File: src/rtl/adder_16_arbiter_if.sv
// Request/response bundle for adder_16_arbiter: per-requester operand handshake plus one result port.
// With ADDER_ARB_OVF_EN defined, the response also carries the signed-overflow flag rsp_ovf.
interface adder_16_arbiter_if #(
    parameter int WIDTH   = 16,
    parameter int NUM_REQ = 4,
    parameter int ID_W    = 2
);
    logic [NUM_REQ-1:0]       req_valid;
    logic [NUM_REQ-1:0]       req_ready;
    logic [NUM_REQ*WIDTH-1:0] req_a;
    logic [NUM_REQ*WIDTH-1:0] req_b;
    logic [NUM_REQ-1:0]       req_ci;
    logic                     rsp_valid;
    logic                     rsp_ready;
    logic [ID_W-1:0]          rsp_id;
    logic [WIDTH-1:0]         rsp_sum;
    logic                     rsp_co;
`ifdef ADDER_ARB_OVF_EN
    logic                     rsp_ovf;

    modport slave (
        input  req_valid, req_a, req_b, req_ci, rsp_ready,
        output req_ready, rsp_valid, rsp_id, rsp_sum, rsp_co, rsp_ovf
    );

    modport master (
        output req_valid, req_a, req_b, req_ci, rsp_ready,
        input  req_ready, rsp_valid, rsp_id, rsp_sum, rsp_co, rsp_ovf
    );
`else
    modport slave (
        input  req_valid, req_a, req_b, req_ci, rsp_ready,
        output req_ready, rsp_valid, rsp_id, rsp_sum, rsp_co
    );

    modport master (
        output req_valid, req_a, req_b, req_ci, rsp_ready,
        input  req_ready, rsp_valid, rsp_id, rsp_sum, rsp_co
    );
`endif
endinterface

File: src/rtl/adder_16_arbiter.sv
// Round-robin arbiter sharing one WIDTH-bit adder among NUM_REQ requesters; IDLE -> ADD -> RESP.
// Optional feature macro ADDER_ARB_OVF_EN adds the registered signed-overflow output rsp_ovf.
module adder_16_arbiter #(
    parameter int WIDTH   = 16,
    parameter int NUM_REQ = 4,
    parameter int ID_W    = 2
) (
    input  logic                clk,
    input  logic                rst_n,
    adder_16_arbiter_if.slave   bus
);

    typedef enum logic [1:0] {
        IDLE = 2'd0,
        ADD  = 2'd1,
        RESP = 2'd2
    } state_t;

    function automatic logic [WIDTH:0] add_full(
        input logic [WIDTH-1:0] a,
        input logic [WIDTH-1:0] b,
        input logic             ci
    );
        return {1'b0, a} + {1'b0, b} + {{WIDTH{1'b0}}, ci};
    endfunction

`ifdef ADDER_ARB_OVF_EN
    function automatic logic signed_ovf(
        input logic signed [WIDTH-1:0] a,
        input logic signed [WIDTH-1:0] b,
        input logic signed [WIDTH-1:0] s
    );
        return (a[WIDTH-1] == b[WIDTH-1]) && (s[WIDTH-1] != a[WIDTH-1]);
    endfunction
`endif

    state_t            state_q, state_d;
    logic [ID_W-1:0]   last_grant_q, last_grant_d;
    logic [WIDTH-1:0]  cap_a_q, cap_a_d;
    logic [WIDTH-1:0]  cap_b_q, cap_b_d;
    logic              cap_ci_q, cap_ci_d;
    logic [ID_W-1:0]   cap_id_q, cap_id_d;
    logic              rsp_valid_q, rsp_valid_d;
    logic [ID_W-1:0]   rsp_id_q, rsp_id_d;
    logic [WIDTH-1:0]  rsp_sum_q, rsp_sum_d;
    logic              rsp_co_q, rsp_co_d;
`ifdef ADDER_ARB_OVF_EN
    logic              rsp_ovf_q, rsp_ovf_d;
`endif

    logic [WIDTH-1:0]   op_a [NUM_REQ];
    logic [WIDTH-1:0]   op_b [NUM_REQ];
    logic [NUM_REQ-1:0] req_ready;
    logic               grant_found;
    logic [ID_W-1:0]    grant_idx;
    logic [ID_W:0]      scan_sum;
    logic [WIDTH:0]     add_res;

    for (genvar i = 0; i < NUM_REQ; i++) begin : g_unpack
        assign op_a[i] = bus.req_a[i*WIDTH +: WIDTH];
        assign op_b[i] = bus.req_b[i*WIDTH +: WIDTH];
    end

    // Scan starts one past the last grant and wraps, so every valid requester waits at most NUM_REQ grants.
    always_comb begin
        grant_found = 1'b0;
        grant_idx   = '0;
        scan_sum    = '0;
        for (int k = 1; k <= NUM_REQ; k++) begin
            scan_sum = {1'b0, last_grant_q} + (ID_W+1)'(k);
            if (scan_sum >= (ID_W+1)'(NUM_REQ)) begin
                scan_sum = scan_sum - (ID_W+1)'(NUM_REQ);
            end
            if (!grant_found && bus.req_valid[scan_sum[ID_W-1:0]]) begin
                grant_found = 1'b1;
                grant_idx   = scan_sum[ID_W-1:0];
            end
        end
    end

    always_comb begin
        req_ready = '0;
        if (state_q == IDLE && grant_found) begin
            req_ready[grant_idx] = 1'b1;
        end
    end

    assign add_res = add_full(cap_a_q, cap_b_q, cap_ci_q);

    always_comb begin
        state_d      = state_q;
        last_grant_d = last_grant_q;
        cap_a_d      = cap_a_q;
        cap_b_d      = cap_b_q;
        cap_ci_d     = cap_ci_q;
        cap_id_d     = cap_id_q;
        rsp_valid_d  = rsp_valid_q;
        rsp_id_d     = rsp_id_q;
        rsp_sum_d    = rsp_sum_q;
        rsp_co_d     = rsp_co_q;
`ifdef ADDER_ARB_OVF_EN
        rsp_ovf_d    = rsp_ovf_q;
`endif
        case (state_q)
            IDLE: begin
                if (grant_found) begin
                    cap_a_d      = op_a[grant_idx];
                    cap_b_d      = op_b[grant_idx];
                    cap_ci_d     = bus.req_ci[grant_idx];
                    cap_id_d     = grant_idx;
                    last_grant_d = grant_idx;
                    state_d      = ADD;
                end
            end
            ADD: begin
                {rsp_co_d, rsp_sum_d} = add_res;
`ifdef ADDER_ARB_OVF_EN
                rsp_ovf_d   = signed_ovf(cap_a_q, cap_b_q, add_res[WIDTH-1:0]);
`endif
                rsp_id_d    = cap_id_q;
                rsp_valid_d = 1'b1;
                state_d     = RESP;
            end
            RESP: begin
                if (bus.rsp_ready) begin
                    rsp_valid_d = 1'b0;
                    state_d     = IDLE;
                end
            end
            default: begin
                state_d = IDLE;
            end
        endcase
    end

    always_ff @(posedge clk) begin
        if (!rst_n) begin
            state_q      <= IDLE;
            last_grant_q <= ID_W'(NUM_REQ - 1);
            cap_a_q      <= '0;
            cap_b_q      <= '0;
            cap_ci_q     <= 1'b0;
            cap_id_q     <= '0;
            rsp_valid_q  <= 1'b0;
            rsp_id_q     <= '0;
            rsp_sum_q    <= '0;
            rsp_co_q     <= 1'b0;
`ifdef ADDER_ARB_OVF_EN
            rsp_ovf_q    <= 1'b0;
`endif
        end else begin
            state_q      <= state_d;
            last_grant_q <= last_grant_d;
            cap_a_q      <= cap_a_d;
            cap_b_q      <= cap_b_d;
            cap_ci_q     <= cap_ci_d;
            cap_id_q     <= cap_id_d;
            rsp_valid_q  <= rsp_valid_d;
            rsp_id_q     <= rsp_id_d;
            rsp_sum_q    <= rsp_sum_d;
            rsp_co_q     <= rsp_co_d;
`ifdef ADDER_ARB_OVF_EN
            rsp_ovf_q    <= rsp_ovf_d;
`endif
        end
    end

    assign bus.req_ready = req_ready;
    assign bus.rsp_valid = rsp_valid_q;
    assign bus.rsp_id    = rsp_id_q;
    assign bus.rsp_sum   = rsp_sum_q;
    assign bus.rsp_co    = rsp_co_q;
`ifdef ADDER_ARB_OVF_EN
    assign bus.rsp_ovf   = rsp_ovf_q;
`endif

endmodule

File: src/flat_wrapper.sv
// flat-port wrapper written by rule: the top's interface ports become plain ports
module adder_16_arbiter_flat 
#(
    parameter int WIDTH   = 16,
    parameter int NUM_REQ = 4,
    parameter int ID_W    = 2
)
  (clk, rst_n, bus_req_valid, bus_req_a, bus_req_b, bus_req_ci, bus_rsp_ready, bus_req_ready, bus_rsp_valid, bus_rsp_id, bus_rsp_sum, bus_rsp_co);
  adder_16_arbiter_if #(.WIDTH(WIDTH), .NUM_REQ(NUM_REQ), .ID_W(ID_W)) bus_i ();
  input  logic clk;
  input  logic rst_n;
  input wire logic [$bits(bus_i.req_valid)-1:0] bus_req_valid;
  input wire logic [$bits(bus_i.req_a)-1:0] bus_req_a;
  input wire logic [$bits(bus_i.req_b)-1:0] bus_req_b;
  input wire logic [$bits(bus_i.req_ci)-1:0] bus_req_ci;
  input wire logic [$bits(bus_i.rsp_ready)-1:0] bus_rsp_ready;
  output wire logic [$bits(bus_i.req_ready)-1:0] bus_req_ready;
  output wire logic [$bits(bus_i.rsp_valid)-1:0] bus_rsp_valid;
  output wire logic [$bits(bus_i.rsp_id)-1:0] bus_rsp_id;
  output wire logic [$bits(bus_i.rsp_sum)-1:0] bus_rsp_sum;
  output wire logic [$bits(bus_i.rsp_co)-1:0] bus_rsp_co;
  assign bus_i.req_valid = bus_req_valid;
  assign bus_i.req_a = bus_req_a;
  assign bus_i.req_b = bus_req_b;
  assign bus_i.req_ci = bus_req_ci;
  assign bus_i.rsp_ready = bus_rsp_ready;
  assign bus_req_ready = bus_i.req_ready;
  assign bus_rsp_valid = bus_i.rsp_valid;
  assign bus_rsp_id = bus_i.rsp_id;
  assign bus_rsp_sum = bus_i.rsp_sum;
  assign bus_rsp_co = bus_i.rsp_co;
  adder_16_arbiter #(.WIDTH(WIDTH), .NUM_REQ(NUM_REQ), .ID_W(ID_W)) u_core (.clk(clk), .rst_n(rst_n), .bus(bus_i));
endmodule
File: config.mk
export PLATFORM = sky130hd
export DESIGN_NAME = adder_16_arbiter_flat
export DESIGN_NICKNAME = d
export VERILOG_FILES = /design/src/rtl/adder_16_arbiter_if.sv /design/src/rtl/adder_16_arbiter.sv /design/src/flat_wrapper.sv
export SDC_FILE = /design/constraint.sdc
export NUM_CORES = 1
export LEC_CHECK = 0
export ABC_AREA = 1
export CORE_MARGIN = 10
export CORE_UTILIZATION = 40
export DETAILED_ROUTE_END_ITERATION = 8
export DONT_BUFFER_PORTS = 1
export PLACE_DENSITY = 0.57
export SYNTH_ARGS = -nofsm -noshare
export SYNTH_HDL_FRONTEND = slang
export SYNTH_SLANG_ARGS = --single-unit
File: constraint.sdc
create_clock -name clk -period 2.5 [get_ports clk]
set_input_delay 0.125 -clock clk [delete_from_list [all_inputs] [get_ports clk]]
set_output_delay 0.125 -clock clk [all_outputs]
set_load 0.02 [all_outputs]
# Yosys cells after proc, flatten, opt, wreduce, memory -nomap -nowiden
# Cells that the tools add are included.
[totals]
ff_bits = 59
out_inout_bits = 24
elab_cells = 85
[classes]
muxes = 36
n_addsub = 10
n_reduce_logical = 13
bitwise_logic = 1
order_cmp = 11
eq_ne = 4
[op_table]
columns = ["cell", "count"]
rows = [
  ["$bmux 16 s2", 2],
  ["$mux 16", 4],
  ["$mux 2", 10],
  ["$add 16x16->17", 1],
  ["$add 17x1->17", 1],
  ["$ge 3x3->1 const B", 5],
  ["$lt 2x3->1 const B", 5],
  ["$mux 1", 11],
  ["$bmux 1 s2", 5],
  ["$sub 2x1->2 const B", 4],
  ["$add 2x2->3 const B", 2],
  ["$pmux 2 s3", 1],
  ["$reduce_and 2->1", 3],
  ["$logic_and 1x1->1", 5],
  ["$mux 4", 1],
  ["$add 2x1->3 const B", 1],
  ["$add 2x3->3 const B", 1],
  ["$logic_not 1->1", 3],
  ["$not 2->3", 1],
  ["$demux 1 s2", 1],
  ["$eq 2x1->1 const B", 1],
  ["$eq 2x2->1 const B", 1],
  ["$ge 2x1->1 const B", 1],
  ["$logic_not 2->1", 1],
  ["other kinds (4)", 4],
]

# Longest topological paths before layout
# Gate-level depths: netlist of the first run.
[logic_depth]
ltp_word = 20
mapped_depth = 16

# Worst setup path before layout of the first run
# No wires, ideal clock.
[synth_timing]
kind = "reg2reg"
from = "register u_core.cap_ci_q"
to = "register u_core.rsp_sum_q[10], in the netlist u_core.bus.rsp_sum[10]"
t_arrival_ns = 2.016
slack_ns = 0.369
n_path_buf = 0
path_stages_with_launch = 15
setup_ns = 0.115
synth_period_minus_slack_ns = 2.131
cell_sequence = "dfxtp_1 fa_1 inv_1 fa_1 inv_1 nand3_1 nand2_1 a21boi_0 o21ai_0 nand2_1 nand2_1 nand2_1 nand2_1 o21ai_0 inv_1"
[synth_via]
elab_chain_len = 1
[synth_lines]
columns = ["element", "line_no", "rtl"]
rows = [
  ["from (decl)", "adder_16_arbiter.sv:41", "logic cap_ci_q, cap_ci_d;"],
  ["from (signal assigned)", "adder_16_arbiter.sv:156", "cap_ci_q <= cap_ci_d;"],
  ["$add 17x1->17", "adder_16_arbiter.sv:24", "return {1'b0, a} + {1'b0, b} + {{WIDTH{1'b0}}, ci};"],
  ["to (signal assigned)", "adder_16_arbiter.sv:160", "rsp_sum_q <= rsp_sum_d;"],
  ["to (decl)", "adder_16_arbiter.sv:45", "logic [WIDTH-1:0] rsp_sum_q, rsp_sum_d;"],
]
# No other way between the ends.
# A chain may end at the register's enable or synchronous reset.

# Final worst setup path of the first run
[layout_timing]
from = "register u_core.last_grant_q[0]"
to = "output port bus_req_ready[1]"
[layout_via]
elab_chain_len = 20
[layout_lines]
columns = ["element", "line_no", "rtl"]
rows = [
  ["from (decl)", "adder_16_arbiter.sv:38", "logic [ID_W-1:0] last_grant_q, last_grant_d;"],
  ["from (signal assigned)", "adder_16_arbiter.sv:139", "last_grant_q <= ID_W'(NUM_REQ - 1);"],
  ["from (signal assigned)", "adder_16_arbiter.sv:153", "last_grant_q <= last_grant_d;"],
  ["$add 2x1->3", "adder_16_arbiter.sv:70", "scan_sum = {1'b0, last_grant_q} + (ID_W+1)'(k);"],
  ["$ge 3x3->1 or $sub 2x1->2 (tied branches)", "adder_16_arbiter.sv:71, adder_16_arbiter.sv:72", ""],
  ["$mux 2", "adder_16_arbiter.sv:71", "if (scan_sum >= (ID_W+1)'(NUM_REQ)) begin"],
  ["$bmux 1 s2", "adder_16_arbiter.sv:74", "if (!grant_found && bus.req_valid[scan_sum[ID_W-1:0]]) begin"],
  ["$mux 1 (not written as such)", "adder_16_arbiter.sv:74", ""],
  ["$mux 1", "adder_16_arbiter.sv:74", ""],
  ["$logic_not 1->1", "adder_16_arbiter.sv:74", ""],
  ["$logic_and 1x1->1", "adder_16_arbiter.sv:74", ""],
  ["(+4 left out)", "-", ""],
  ["$logic_not 1->1", "adder_16_arbiter.sv:74", ""],
  ["$logic_and 1x1->1", "adder_16_arbiter.sv:74", ""],
  ["$mux 2", "adder_16_arbiter.sv:74", ""],
  ["$lt 2x3->1 (not written as such) or $ge 2x1->1 (tied branches)", "adder_16_arbiter.sv:84", "req_ready[grant_idx] = 1'b1;"],
  ["$logic_and 1x1->1 (not written as such)", "adder_16_arbiter.sv:84", ""],
  ["$mux 1 (not written as such)", "adder_16_arbiter.sv:84", ""],
  ["$demux 1 s2", "-", ""],
  ["$mux 4 *", "adder_16_arbiter.sv:83", "if (state_q == IDLE && grant_found) begin"],
  ["to (decl)", "flat_wrapper.sv:17", "output wire logic [$bits(bus_i.req_ready)-1:0] bus_req_ready;"],
]
# Mark *: on every way between the ends. The rest lies on a longest branch, timed or not. The select of a mux whose other input is x is not followed.

==> impl_metrics.yaml, run 1 <==
synthesis:
  synthAdderAreaFrac: 0.04830
  synthFlopType: "dfxtp_1"
  synth_top_area_cell: "dfxtp_1"
  async_flop_share: 0
  synth_top_family_by_area: "simple AND/OR/NAND/NOR gates"
  synth_xor_xnor_area_share: 0.01672
  synth_cell_types: 31
  yosysSeqAreaShare: 0.2505
  syn_inst: 811
  synth_edf_count: 0
  syn-num-nets: 967
  ys_ff_latch: 59
  syn_area_um2: 4715
  synth_mux_area_frac: 0
  netlist.area_leader.share: 0.2505
  synth_simple_gate_area_share: 0.4575
  synth_warnings: 0
  ys_top_cells_by_area: "dfxtp_1, nand3_1, nand2_1"
  synth_compound_area_frac: 0.06874
  synth_area_per_cell_um2: 5.813
worst_setup_path:
  reg2reg_depth: 13
  crit_fanout: 11
  rr_endpoint: "u_core.bus.rsp_sum[10]$_SDFFE_PN0P_"
  critPathCapture: "bus_req_ready[1]"
  cp-start-kind: "register"
  r2r_start: "u_core.cap_b_q[0]$_SDFFE_PN0P_"
  crit_required_ps: 2380
  end_kind: "output port"
  cp-startpoint: "u_core.last_grant_q[0]$_SDFFE_PN1P_"
  path_class: "reg -> out"
  arrival_ps: 2220
  rrSetupSlack_ps: 260
timing:
  tightestPinTransition_ps: 640.5
  finalMaxSlewViolations: 0
  setup_viol: 0
  hold_viol: 0
  slew_headroom: 0.5730
  fin_crit_ps: 2348
  rsz0062_at_grt: "false"
  clock.fmax_mhz: 425.9
  clock_skew_ps: 7.533
  tns_ps: 0
  period_share: 0.9391
cts:
  cts_root_buf: "clkbuf_16"
  tritoncts: "yes"
  cts_buffers: 9
  clk_latency_ps: 320
  clkTransAtPathRegs_ps: 60
  postCtsSetupBuffers: 0
  cts_max_level: 3
  clock-sinks: 59
  cts_buffer_depth: 2
power:
  p_sw_frac: 0.5370
  p_comb_frac: 0.658
  switchingPower_uw: 4549
  pwr-share-clk: 0.134
  peakVddDrop_v: 0.0007533
  p_int_uw: 3923
  leakagePower_uw: 0.002848
  p_per_area_nw_per_um2: 1678
  seqPwrFrac: 0.208
grt:
  grt_overflow_total: 0
  grt_pass1_vias: 4808
  grt_pass1_wl_mm: 23.76
  grt_max_degree: 69
  grt_use_total: 0.1755
  antenna_found_initial: 0
floorplan:
  die_h_um: 128.6
  row_count: 39
  dieWidth_um: 128.6
  fp.dieArea_um2: 16530
  num_io_pins: 163
  start_util: 0.4111
  core_um2: 11470
worst_hold_path:
  hold_class: "in -> reg"
run:
  drv_cap: 0
placement:
  gp_congestion: 0.8965
  port_buffers: 0
  hpwl_mm: 11.60
  placedCellCount: 925
detailed_routing:
  wl_met3_mm: 1.081
  routed.top_layer: "met4"
  wl_met1_mm: 6.673
  wl_per_cell_um: 15.63
  route.met2.wl_mm: 6.876
  drc: 0
  drt-total-wl_mm: 14.74
  antenna_left: 0
  firstDrtPassIters: 5
  dr_total_vias: 4853
  via_per_inst: 5.146
  drt-initial-drc-count: 313
final_layout:
  layout.cells.non_filler: 943
  nets: 951
  diodes: 0
  synthToLayoutAreaGrowth_pct: 7.112
  drive_above_1_share: 0.05875
outcome:
  outcome: "finished, final reports clean"
[power groups by stage]
stage	sequential, µW	combinational, µW	clock, µW
floorplan	1670	4590	0
finish	1760	5580	1140
CTS	1770	5590	1170
global placement	1770	5500	0
global route	1810	6390	1200
detailed placement	1790	5540	0
[worst min path at each step]
stage | startpoint | endpoint | slack [ps] | depth (start not counted)
4_1_cts | bus_req_a[35] | u_core.cap_a_q[3]$_SDFFE_PN0P_ | 30 | 4
3_5_place_dp | rst_n | u_core.last_grant_q[1]$_SDFFE_PN1P_ | 210 | 1
6_report | bus_req_a[35] | u_core.cap_a_q[3]$_SDFFE_PN0P_ | 30 | 4
5_1_grt | bus_req_a[44] | u_core.cap_a_q[12]$_SDFFE_PN0P_ | 50 | 4
3_3_place_gp | rst_n | u_core.last_grant_q[0]$_SDFFE_PN1P_ | 210 | 1
2_1_floorplan | bus_rsp_ready | u_core.bus.rsp_valid$_SDFFE_PN0P_ | 220 | 1
[cell type report]
| class | instances | area (µm²) |
|---|---|---|
| timing repair buffer | 17 | 170.2 |
| clock buffer | 14 | 264.0 |
| fill | 1276 | 6417 |
| tap | 143 | 178.9 |
| sequential | 59 | 1182 |
| inverter | 119 | 451.7 |
| clock inverter | 2 | 10.01 |
| multi-input combinational | 589 | 2793 |
[flip-flops by register name, summed over array words and instances, names as in the netlist]
name,count
u_core.cap_id_q,2
u_core.bus.rsp_valid,1
u_core.bus.rsp_co,1
u_core.cap_ci_q,1
u_core.state_q,2
u_core.last_grant_q,2
u_core.bus.rsp_sum,16
u_core.cap_b_q,16
u_core.cap_a_q,16
u_core.bus.rsp_id,2
[cells in the mapped netlist, drive strengths merged, types with 3 or more instances]
| library cell | count |
|---|---|
| nand4 | 3 |
| buf | 33 |
| nor2 | 153 |
| ha | 15 |
| inv | 119 |
| a21oi | 19 |
| o21ai | 24 |
| nand3 | 150 |
| clkbuf | 11 |
| dfxtp | 59 |
| xor2 | 7 |
| a21o | 5 |
| a211oi | 3 |
| nand2 | 198 |
[per-stage QoR]
step	utilization	total power, µW	hold WS, ps	instance area [µm²]	setup slack, ps
floorplan	-	6259	224.2	4715	368.5
global placement	0.4137	7268	211.2	4745	207.2
CTS	0.4394	8527	29.98	5039	14.92
detailed placement	0.4137	7330	211.7	4745	174.1
global route	0.4404	9406	50.31	5050	1.690
finish	0.4404	8472	32.21	5050	152.2
[kinds of logic (layout without fill, tap and decap cells)]
kind of cell,Yosys count,count (layout)
simple gates,506,506
buf+inv,163,152
flops,59,59
xor+xnor,9,9
compound gates,57,57
fa+ha+maj,17,17
[cell usage in the layout, fill, tap and decap left out, types with 2 or more instances in the layout]
master	instances
a211oi_1	3
a21o_1	5
a21oi_1	19
a31oi_1	2
buf_12	3
buf_4	12
clkbuf_1	3
clkbuf_16	9
clkbuf_8	2
clkinv_2	2
dfxtp_1	58
dlygate4sd3_1	2
fa_1	2
ha_1	15
inv_1	115
inv_2	3
nand2_1	191
nand2_2	7
nand3_1	147
nand3_4	2
nand4_1	3
nor2_1	150
nor2_4	2
nor3_1	2
o21ai_0	23
xnor2_1	2
xor2_1	7
[per-layer routing]
metal / global-route usage / vias up
met5: 0 / -
met2: 0.2794 / 147
li1: - / 2494
met4: 0.03864 / 0
met3: 0.06037 / 8
met1: 0.2244 / 2204
[critical path: stages, from the launching register on]
cell and delay (ps):
dfxtp_1 310, buf_4 170, nand2_1 80, nand2_1 90, nand2_1 70, nand2_1 80, nor2_4 170, nand3_1 110
nand2_1 110, nand2_2 160, buf_4 220, nor3_1 150, buf_4 180
[repair_timing]
item	CTS	global route
resized for setup	0	7
endpoints found under the setup margin	0	33
endpoints found under the hold margin	13	0
hold buffers	2	0
No activity file was read; power rests on OpenSTA's default activity.
==> inputs of run 2 (changes only) <==
--- a/config.mk
+++ b/config.mk
@@ -7,5 +7,4 @@
 export LEC_CHECK = 0
 export ABC_AREA = 1
-export CORE_MARGIN = 10
 export CORE_UTILIZATION = 40
 export DETAILED_ROUTE_END_ITERATION = 8
==> constraint.sdc (replaced) <==
create_clock -name clk -period 2.5 [get_ports clk]
set_input_delay 0.25 -clock clk [delete_from_list [all_inputs] [get_ports clk]]
set_output_delay 0.25 -clock clk [all_outputs]
set_load 0.02 [all_outputs]
==> impl_metrics.yaml, run 2 (synthesized netlist as in run 1, its figures left out) <==
worst_setup_path:
  max_stage_delay_ps: 370
  path_class: "reg -> out"
  cp_cell_sequence: "buf_4 -> nand2_1 -> nand2_1 -> nand2_1 -> nand2_2 -> nand2_1 -> nand2_1 -> nand2_1 -> nand3_4 -> buf_12 -> nor3_2 -> buf_4"
  critPathMostFrequentCell: "nand2_1"
  slowest_stage: "dfxtp_4"
  arrival_ps: 2100
  crit_fanout: 17
  end_kind: "output port"
  crit_required_ps: 2250
  crit_buf_inv: 3
  critPathTopFamily: "simple AND/OR/NAND/NOR gates"
  cp-start-kind: "register"
placement:
  dp_slack_ps: 146.0
  gp_congestion: 0.8541
  port_buffers: 0
  placedCellCount: 925
  hpwl_mm: 9.682
worst_hold_path:
  hold_class: "in -> reg"
final_layout:
  diodes: 0
  fin_util: 0.4493
  drive_above_1_share: 0.06500
  mostFrequentLayoutCell: "nand2_1"
  final_cell_mix: "nand2_1, nor2_1, nand3_1, inv_1, dfxtp_1"
  fillers: 1239
  layout.cells.non_filler: 943
  nets: 955
  synthToLayoutAreaGrowth_pct: 9.289
detailed_routing:
  firstDrtPassIters: 4
  wl_per_cell_um: 13.89
  drt-initial-drc-count: 316
  dr_total_vias: 4747
  antenna_left: 0
  drc: 0
  drt-total-wl_mm: 13.10
  via_per_inst: 5.034
cts:
  cts_buffer_depth: 2
  cts_root_buf: "clkbuf_16"
  clkTransAtPathRegs_ps: 50
  tritoncts: "yes"
  cts_max_level: 3
  cts_buffers: 9
  clk_latency_ps: 320
  clock-sinks: 59
timing:
  finalMaxSlewViolations: 0
  fin_crit_ps: 2349
  tightestPinTransition_ps: 512.7
  slew_headroom: 0.6582
  clock_skew_ps: 6.058
  setup_viol: 0
  tns_ps: 0
  setup_ws_ps: 151.4
  hold_viol: 0
  period_share: 0.9394
  clock.fmax_mhz: 425.8
grt:
  grt_overflow_total: 0
  antenna_found_initial: 0
  grt_pass1_vias: 4421
  grt_use_total: 0.2127
  grt_pass1_wl_mm: 21.27
  grt_max_degree: 68
run:
  drv_cap: 0
power:
  p_per_area_nw_per_um2: 1714
  peakVddDrop_v: 0.0006494
  leakagePower_uw: 0.002889
  power_uw: 8831
outcome:
  outcome: "finished, final reports clean"
floorplan:
  start_util: 0.4111
  core_um2: 11470
  die_h_um: 110.6
  num_io_pins: 163
  row_count: 39
  dieWidth_um: 110.6
  fp.dieArea_um2: 12220
[run 2: cell types whose count changed in the layout (fill, tap and decap cells not counted), sizes merged]
cell	change
clkinv	-2
buf	+3
dlygate4sd3	-1
[run 2: per-stage QoR]
stage,hold slack (ps),instance area [µm²]
after floorplan,349.2,4715
after global placement,330.2,4770
after detailed placement,335.8,4770
after CTS,18.51,5042
after global routing,30.21,5152
final,28.74,5152
[run 2: final timing paths]
check | end | start | cells past startpoint | slack [ps]
worst max register to register | u_core.bus.rsp_sum[10]$_SDFFE_PN0P_ | u_core.cap_ci_q$_SDFFE_PN0P_ | 14 | 260
worst min register to register | u_core.bus.rsp_id[0]$_SDFFE_PN0P_ | u_core.cap_id_q[0]$_SDFFE_PN0P_ | 2 | 500
worst min-delay path | u_core.bus.rsp_valid$_SDFFE_PN0P_ | bus_rsp_ready | 1 | 30
worst max-delay path | bus_req_ready[1] | u_core.last_grant_q[0]$_SDFFE_PN1P_ | 12 | 150
[run 2: per-layer routing]
layer	up-vias	share of wire	global-route usage	routed length (µm)
met1	2114	0.49	0.2970	6374
met5	-	0	0	0
met4	0	0.011	0.05689	144
li1	2492	-	-	-
met2	127	0.46	0.3325	5962
met3	14	0.047	0.04226	618
[run 2: worst reg2reg max path, cell delays in order, from the launching register on]
cell and delay, ps:
dfxtp_1 320, fa_1 450, inv_1 90, fa_1 210, inv_1 60, nand3_1 60
nand2_1 120, a21boi_0 220, o21ai_0 160, nand2_1 90, nand2_1 60, nand2_1 70
nand2_1 40, o21ai_0 140, inv_1 50
[run 2: report_power, final]
group / internal (µW) / total, µW / leakage [µW] / switching, µW
combinational: 2140 / 5990 / 0.00227 / 3840
sequential: 1340 / 1760 / 0.000489 / 422
clock: 700 / 1080 / 0.000126 / 384
total: 4180 / 8830 / 0.00289 / 4650
[run 2: area by class of cell]
type	count	area (µm²)	area share
multi-input combinational	589	2819	0.5471
clock buffer	12	256.5	0.04978
tap	143	178.9	0.03473
sequential	59	1186	0.2302
inverter	119	454.2	0.08815
timing repair buffer	21	257.7	0.05002
[run 2: timing repair]
action | CTS | global route
hold endpoints to repair | 2 | 0
hold buffers | 1 | 0
endpoints found under the setup margin | 3 | 4
gates resized for setup | 3 | 9
cloned | 0 | 2
setup buffers | 0 | 3
==> inputs of run 3 (changes only) <==
ABC_AREA = not set   (was 1)
==> impl_metrics.yaml, run 3 <==
grt:
  grt_overflow_total: 0
  grt_pass1_vias: 2869
  grt_pass1_wl_mm: 14.03
  grt_max_degree: 63
  antenna_found_initial: 0
  grt_use_total: 0.1827
power:
  leakagePower_uw: 0.001709
  peakVddDrop_v: 0.0002844
  p_per_area_nw_per_um2: 768.5
synthesis:
  synth_xor_xnor_area_share: 0.02068
  ys_top_cells_by_area: "dfxtp_1, mux2i_1, o221ai_2"
  netlist.area_leader.share: 0.3099
  synth_mux_area_frac: 0.1760
  synth_top_family_by_area: "compound AO/OA/AOI/OAI gates"
  synthAdderAreaFrac: 0.05975
  synth_edf_count: 0
  yosysSeqAreaShare: 0.3099
  syn_area_um2: 3811
  syn_inst: 405
  synth_compound_area_frac: 0.2344
  synthFlopType: "dfxtp_1"
  ys_ff_latch: 59
  synth_cell_types: 53
  synthTopCellsByCount: "nand2_1, mux2i_1, dfxtp_1"
  synth_area_per_cell_um2: 9.410
  synth_simple_gate_area_share: 0.1481
  synth_most_common_cell: "nand2_1"
  async_flop_share: 0
  synth_warnings: 0
  syn-num-nets: 561
  synth_top_area_cell: "dfxtp_1"
timing:
  hold_viol: 0
  tns_ps: 0
  setup_viol: 0
  clock.fmax_mhz: 432.2
  clock_skew_ps: 6.464
  slew_headroom: 0.5796
  tightestPinTransition_ps: 629.3
  hold_ws_ps: 40.60
  period_share: 0.9256
  rsz0062_at_grt: "false"
  fin_crit_ps: 2314
  finalMaxSlewViolations: 0
worst_setup_path:
  cp_cell_sequence: "fa_2 -> inv_1 -> fa_1 -> nand2b_4 -> a211oi_4 -> o2111ai_2 -> a21boi_2 -> buf_4 -> o21ai_1 -> nand3_1 -> o211ai_1"
  max_stage_delay_ps: 390
  critPathTopFamily: "compound AO/OA/AOI/OAI gates"
  reg2reg_depth: 11
  cp-start-kind: "register"
  end_kind: "register"
  path_class: "reg -> reg"
  crit_buf_inv: 2
  rrSetupSlack_ps: 190
  crit_fanout: 3
  r2r_start: "u_core.cap_ci_q$_SDFFE_PN0P_"
  arrival_ps: 2530
  slowest_stage: "fa_1"
  rr_endpoint: "u_core.bus.rsp_sum[12]$_SDFFE_PN0P_"
  crit_required_ps: 2710
final_layout:
  drive_above_1_share: 0.1516
  synthToLayoutAreaGrowth_pct: 9.160
  diodes: 0
  layout.cells.non_filler: 538
  finalInstanceArea_um2: 4160
  final_cell_mix: "nand2_1, mux2i_1, dfxtp_1, o221ai_2"
  multi_input_area_um2: 2469
  nets: 562
  fillers: 894
  final-seq-area_um2: 1184
  fin_util: 0.4502
run:
  drv_cap: 0
cts:
  cts_buffer_depth: 2
  cts_buffers: 9
  clock-sinks: 59
  cts_root_buf: "clkbuf_8"
  tritoncts: "yes"
  clkTransAtPathRegs_ps: 60
  cts_max_level: 3
  clk_latency_ps: 330
worst_hold_path:
  hold_start: "rst_n"
  hold_class: "in -> reg"
  hold_path_depth: 1
  hold_end: "u_core.state_q[1]$_SDFFE_PN0P_"
placement:
  gp_congestion: 0.8733
  port_buffers: 0
  hpwl_mm: 7.031
  place_area_um2: 3909
  placedCellCount: 521
detailed_routing:
  drt-total-wl_mm: 9.098
  firstDrtPassIters: 5
  dr_total_vias: 3013
  via_per_inst: 5.600
  antenna_left: 0
  drt-initial-drc-count: 134
  drc: 0
  wl_per_cell_um: 16.91
floorplan:
  num_io_pins: 163
  dieWidth_um: 99.61
  start_util: 0.4125
  core_um2: 9240
  fp.dieArea_um2: 9922
  die_h_um: 99.61
  row_count: 35
outcome:
  outcome: "finished, final reports clean"
## run 3: where the power goes
part           switching, µW  internal [µW]  leakage, µW
clock                    355            529     0.000104
combinational            588            464      0.00112
sequential               166           1100     0.000486
## run 3: per-layer routing
metal | global-route usage | up-vias | routed length [µm]
met2 | 0.3045 | 114 | 4159
li1 | - | 1512 | -
met3 | 0.06114 | 9 | 592
met4 | 0.04977 | 0 | 112
met5 | 0 | - | 0
met1 | 0.2251 | 1378 | 4234
## run 3: how the worst max path moves through the flow
stage	cells past startpoint	end	from
after floorplan	10	u_core.bus.rsp_sum[14]$_SDFFE_PN0P_	u_core.cap_ci_q$_SDFFE_PN0P_
after global placement	10	u_core.bus.rsp_sum[14]$_SDFFE_PN0P_	u_core.cap_ci_q$_SDFFE_PN0P_
after detailed placement	10	u_core.bus.rsp_sum[14]$_SDFFE_PN0P_	u_core.cap_ci_q$_SDFFE_PN0P_
after CTS	10	u_core.bus.rsp_co$_SDFFE_PN0P_	u_core.cap_ci_q$_SDFFE_PN0P_
after global routing	11	u_core.bus.rsp_sum[12]$_SDFFE_PN0P_	u_core.cap_ci_q$_SDFFE_PN0P_
final	11	u_core.bus.rsp_sum[12]$_SDFFE_PN0P_	u_core.cap_ci_q$_SDFFE_PN0P_
## run 3: area by class of cell
cell class,count,share of cell area
multi-input combinational,315,0.5934
inverter,7,0.006316
clock inverter,2,0.008421
timing repair buffer,14,0.02887
sequential,59,0.2845
clock buffer,12,0.03970
tap,129,0.03880
## run 3: logic make-up (layout without fill, tap and decap cells)
group / count (synthesis) / after routing
multiplexers: 67 / 67
XOR/XNOR: 9 / 9
AND/OR/NAND/NOR: 119 / 119
flip-flops: 59 / 59
buffers and inverters: 31 / 35
adder cells (fa/ha/maj): 17 / 17
AO/OA/AOI/OAI: 103 / 103
## run 3: what timing repair did
action,4_1_cts,5_1_grt
hold buffers,1,0
resized for setup,0,6
endpoints found under the setup margin,0,4
buffers inserted,0,2
endpoints found under the hold margin,2,0
## run 3: stage by stage
stage / power (µW) / worst slack (ps)
global route: 3389 / 21.09
floorplan: 2099 / 328.9
global placement: 2291 / 174.2
detailed placement: 2305 / 113.8
finish: 3197 / 186.0
CTS: 3204 / 79.74
